`src/rtl/node_pkg.sv`:
```
// Shared definitions for the node array: nibble width and the nibble type used
// by node ports and the inter-node links.
package node_pkg;

    localparam int NIBBLE_W = 4;

    typedef logic [NIBBLE_W-1:0] nibble_t;

endpackage

```
`src/rtl/node_link.sv`:
```
// Point-to-point nibble channel between neighbouring nodes: a small valid/ready
// FIFO whose output holds the last delivered word while empty.
module node_link
    import node_pkg::*;
#(
    parameter int WIDTH = NIBBLE_W,
    parameter int DEPTH = 4
) (
    input  logic                       clk,
    input  logic                       rst_n,
    input  logic                       flush,
    input  logic [WIDTH-1:0]           in_data,
    input  logic                       in_valid,
    output logic                       in_ready,
    output logic [WIDTH-1:0]           out_data,
    output logic                       out_valid,
    input  logic                       out_ready,
    output logic [$clog2(DEPTH):0]     level
);

    localparam int AW    = $clog2(DEPTH);
    localparam int PTR_W = AW + 1;

    logic [WIDTH-1:0] mem [DEPTH];
    logic [PTR_W-1:0] wr_ptr;
    logic [PTR_W-1:0] rd_ptr;
    logic [PTR_W-1:0] occupancy;
    logic [WIDTH-1:0] last;
    logic [AW-1:0]    wr_idx;
    logic [AW-1:0]    rd_idx;
    logic             full;
    logic             empty;
    logic             push;
    logic             pop;

    // One subtraction feeds level, full and empty; the wrap bit makes
    // occupancy == DEPTH distinguishable from occupancy == 0.
    assign occupancy = wr_ptr - rd_ptr;
    assign empty     = (occupancy == '0);
    assign full      = (occupancy == PTR_W'(DEPTH));

    assign wr_idx = wr_ptr[AW-1:0];
    assign rd_idx = rd_ptr[AW-1:0];

    assign in_ready  = !full;
    assign out_valid = !empty;
    assign push      = in_valid && !full;
    assign pop       = !empty && out_ready;

    assign out_data = empty ? last : mem[rd_idx];
    assign level    = occupancy;

    always_ff @(posedge clk or negedge rst_n) begin
        if (!rst_n) begin
            wr_ptr <= '0;
            rd_ptr <= '0;
            last   <= '0;
        end else if (flush) begin
            wr_ptr <= '0;
            rd_ptr <= '0;
        end else begin
            if (push) begin
                wr_ptr <= wr_ptr + PTR_W'(1);
            end
            if (pop) begin
                rd_ptr <= rd_ptr + PTR_W'(1);
                last   <= mem[rd_idx];
            end
        end
    end

    // Storage is deliberately not reset; entries are only read once written.
    always_ff @(posedge clk) begin
        if (push && !flush) begin
            mem[wr_idx] <= in_data;
        end
    end

endmodule

```
`config.mk`:
```
export PLATFORM = sky130hd
export DESIGN_NAME = node_link
export DESIGN_NICKNAME = d
export VERILOG_FILES = /design/src/rtl/node_pkg.sv /design/src/rtl/node_link.sv
export SDC_FILE = /design/constraint.sdc
export NUM_CORES = 1
export LEC_CHECK = 0
export ABC_AREA = 0
export BUFFER_PORTS_ARGS = -buffer_cell sky130_fd_sc_hd__buf_2
export CAP_MARGIN = 20
export CORE_UTILIZATION = 45
export CTS_BUF_LIST = sky130_fd_sc_hd__clkbuf_8
export DETAILED_ROUTE_END_ITERATION = 8
export GPL_TIMING_DRIVEN = 0
export PLACE_DENSITY_LB_ADDON = 0.05
export SKIP_CTS_REPAIR_TIMING = 1
export SYNTH_ARGS = -nofsm -noshare
export SYNTH_HDL_FRONTEND = slang
export SYNTH_SLANG_ARGS = --single-unit
```
`constraint.sdc`:
```
create_clock -name clk -period 5.28 [get_ports clk]
set_input_delay 1.056 -clock clk [delete_from_list [all_inputs] [get_ports clk]]
set_output_delay 1.056 -clock clk [all_outputs]
set_load 0.01 [all_outputs]
```
# Word level (Yosys, flattened, before mapping)
# Memories as Yosys holds them, arrays and structs flattened.
# Index checks and enable logic that the tools add are counted.
# totals
regBits	10
n_memories	1
ramBits	16
word_cells	26
inputBits	9
# mem_list
name	words	width	read_ports	rd_ports_with_merged_regs	wr	line	text
mem	4	4	1	0	1	node_link.sv:24	logic [WIDTH-1:0] mem [DEPTH];
# op_classes
add_sub_neg	3
bitwise	1
n_eq_ne	1
muxes	7
n_reduce_logical	10
# ops
cell	n
2-to-1 mux 3 bit	4
adder 3 x 1 -> 3 bit (second input constant)	2
2-to-1 mux 4 bit	1
nonzero test 2 bit	2
equality test 3 bit (second input constant)	1
logical AND 1 bit	3
zero test 1 bit	3
zero test 3 bit	1
subtractor 3 bit	1
2-to-1 mux 1 bit	2
AND reduction 2 bit	1
inverter 1 bit	1

# Logic depth before layout (Yosys ltp)
# logic_depth
word_depth	7
ltp_mapped	7
mapped_depth_nobuf	7

# Worst setup path before layout
# Ideal clock, no wire load.
# synth_timing
path_kind	flip-flop to output port
from	reg wr_ptr[0]
to	out out_data[0]
stages_incl_launch_ff	8
required_ns	4.224
arrival_ns	2.052
path_slack_ns	2.172
path_cell_list	dfrtp_1 > inv_1 > ha_1 > fa_1 > xnor3_2 > inv_1 > nor2_1 > mux2_2
# synth_via
elab_chain_cells	3
# synth_rtl
element	line	text
start, declared	node_link.sv:25	logic [PTR_W-1:0] wr_ptr;
start signal, assigned	node_link.sv:63	wr_ptr <= wr_ptr + PTR_W'(1);
subtractor 3 bit	node_link.sv:38	assign occupancy = wr_ptr - rd_ptr;
named net level[2]	node_link.sv:18	output logic [$clog2(DEPTH):0] level
zero test 3 bit	node_link.sv:39	assign empty = (occupancy == '0);
2-to-1 mux 4 bit	node_link.sv:50	assign out_data = empty ? last : mem[rd_idx];
end, declared	node_link.sv:15	output logic [WIDTH-1:0] out_data,
# The timed path passes the listed nets, and every way through them passes these cells.

# Final worst setup path
# layout_timing
from	reg wr_ptr[0]
to	out out_data[0]
# layout_via
elab_chain_cells	3
# layout_rtl
element	line
subtractor 3 bit	node_link.sv:38
zero test 3 bit	node_link.sv:39
2-to-1 mux 4 bit	node_link.sv:50
# Every way passes these cells.

==> results.md <==
* Worst path max stage delay at 400 ps
* Skew-Pair Late Insertion Delay at 260 ps
* Critical Path RT at 4220 ps
* Ports at 18
* Total track usage at 15.5%
* Cell area after layout at 1490 um^2
* WP buf/inv at 3
* Largest net degree at the start of global routing at 15
* CTS Buffer Depth at 2
* Cells after synthesis at 92
* Layout area overhead at 12.8%
* Synth Cell Area at 1320 um^2
* CP max FO at 5
* Relative slew margins at 52.3%
* Wire length per cell at 15.1 um
* Synth top area cells: edfxtp_1 (36%), dfrtp_1 (19%), mux2_2 (6.8%)
* PwrDens at 480 nW/um^2
* Post-route setup slack at 1540 ps
* Most frequent cells in the layout: buf_2 (17), edfxtp_1 (16), dfrtp_1 (10)
* Leakage at 0.636 nW
* CTS Buf Count at 3
* Fin crit period at 3740 ps
* Area leader, netlist: edfxtp_1
* Total number of yosys warnings at 0
* Synth top area share at 36.4%
* Reg2reg setup slack at 2660 ps
* Seq/Total Area, Yosys at 55.4%
* DR DRC count at 0
* R2r endpoint: mem[1][2]
* Root Buffer: clkbuf_8
* Final HPWL from detailed placement at 1.63 mm
* Vias at 751
* WP data arrival at 2680 ps
* Placed cell areas at 1440 um^2
* Starting Density at 47.8%
* Most frequent CP cell: inv_1
* Worst IR Drop VDD at 357 uV
* Most common cell after layout, fill and taps aside: buf_2
* Vias/cell at 5.22
* Average cell area after synthesis at 14.3 um^2
* Final Power at 0.000714 W
* Hold WC Path Type: register to register
* Unique masters post-synth at 21
* Yosys reg bits at 26
* Cells on worst reg2reg path at 6
* Dpl cells at 140
* Setup crit end: out_data[0]
* Worst slack, placed at 1830 ps
* CP delay by family, top: adder cells
* RSZ-0062 raised after global routing: no
* Share of layout cells above drive strength 1 at 33.6%
* Worst r2r src: wr_ptr[0]
* Die ar. at 3150 um^2
* First-pass GRT wire length at 3.59 mm
* IO Port Bufs at 17
* Final setup TNS at 0 ps
* ANT nets after route at 0
* CP Cell Sequence: inv_1, ha_1, fa_1, xnor3_2, inv_1, nor2_1, mux2_2, buf_2
* Tcrit/Tclk final at 70.8%
* DRT Pass-1 Iters at 4
* Die height at 56.1 um
* Total Wirelength at 2.17 mm
* Layout Cells excl Fill at 144
* Iteration-0 DRC Markers at 23
* Crit path depth at 8
* Initial antenna violation count at 0
* Clock transition at the registers of the reported paths at 90 ps
* Slew @ Worst Pin at 713 ps
* Vias in the first global route at 751
* Crit path launch type: register
* CP max stage cell: dfrtp_1
* H-tree levels at 1
* Overflow after GRT at 0
* CTS tree: yes
* Worst Setup SP: wr_ptr[0]
* Max-cap violations at 0
* Hold Vio Cnt, Final at 0
* Run status: finished, final reports clean
* Worst setup EP type: primary output
* Clk sinks at 26
* Rows at 19
* Final max-slew violation count at 0
* Placer Congestion at 0.787
* Mapped Nets at 109
* F_max at 268 MHz
* # nets final at 131
* FILL cells at 235
* Setup violations, final at 0
* Setup CP Type: register to primary output
* Diode count at 0
* Skew final at 3.69 ps
* Die span in x at 56.1 um
* Core Area at 2760 um^2
## registers in the layout (all words and copies together), names as in the netlist
signal	cells
last	4
mem	16
rd_ptr	3
wr_ptr	3
## synth_stat cells
library cell and instances:
mux4_2 4, mux2_4 4, clkbuf_1 3, dfrtp_1 10
ha_1 7, nand2_1 4, nor2b_1 3, xnor3_2 1
a21oi_1 3, nor2_1 6, inv_1 8, edfxtp_1 16
mux2i_1 2, a211o_2 1, mux2_2 8, and2_1 1
nor3b_1 4, o21ai_0 1, fa_1 1, a21boi_0 1
nand2b_1 4
## through the flow
step,util (%),hold WS (ps)
2_1_floorplan,-,476
3_3_place_gp,52.3,488
3_5_place_dp,52.3,495
4_1_cts,53.9,517
5_1_grt,53.9,530
6_report,53.9,516
## cells by family after synthesis
group	after synthesis	synth area share (%)
flip-flops	26	55.4
AND/OR/NAND/NOR	22	8.92
multiplexers	18	19.7
buffers and inverters	11	3.13
adder cells (fa/ha/maj)	8	8.16
AO/OA/AOI/OAI	6	2.85
XOR/XNOR	1	1.80
## power breakdown
part	switching [W]	internal [W]	leakage, nW
registers	0.0000238	0.000251	0.274
clock network	0.0000588	0.0000520	0.0231
logic	0.000163	0.000166	0.339
total	0.000245	0.000468	0.636
## layout make-up
class / count / area [um^2] / share of cell area [%]
Clock inverter: 1 / 3.75 / 0.252
Multi-Input combinational cell: 55 / 547 / 36.8
Buffer: 3 / 11.3 / 0.757
Clock buffer: 3 / 41.3 / 2.78
Sequential cell: 26 / 731 / 49.1
Inverter: 8 / 30.0 / 2.02
Tap cell: 31 / 38.8 / 2.61
Timing Repair Buffer: 17 / 85.1 / 5.72
## how the worst min path moves through the flow
stage,cells past startpoint,end,from,slack (ps)
after CTS,1,last[1],last[1],520
after floorplan,1,last[0],last[0],480
final,1,last[1],last[1],520
after global placement,1,last[1],last[1],490
after detailed placement,1,last[1],last[1],500
after global routing,1,last[0],last[0],530
## routing by layer
layer	global-route usage, %	share of wire, %	vias to the layer above
li1	-	-	365
met1	19.8	46	371
met2	25.3	49	13
met3	5.12	3.8	2
met4	4.18	0.74	0
met5	0	0	-
Power figures use the tool's default switching activity.
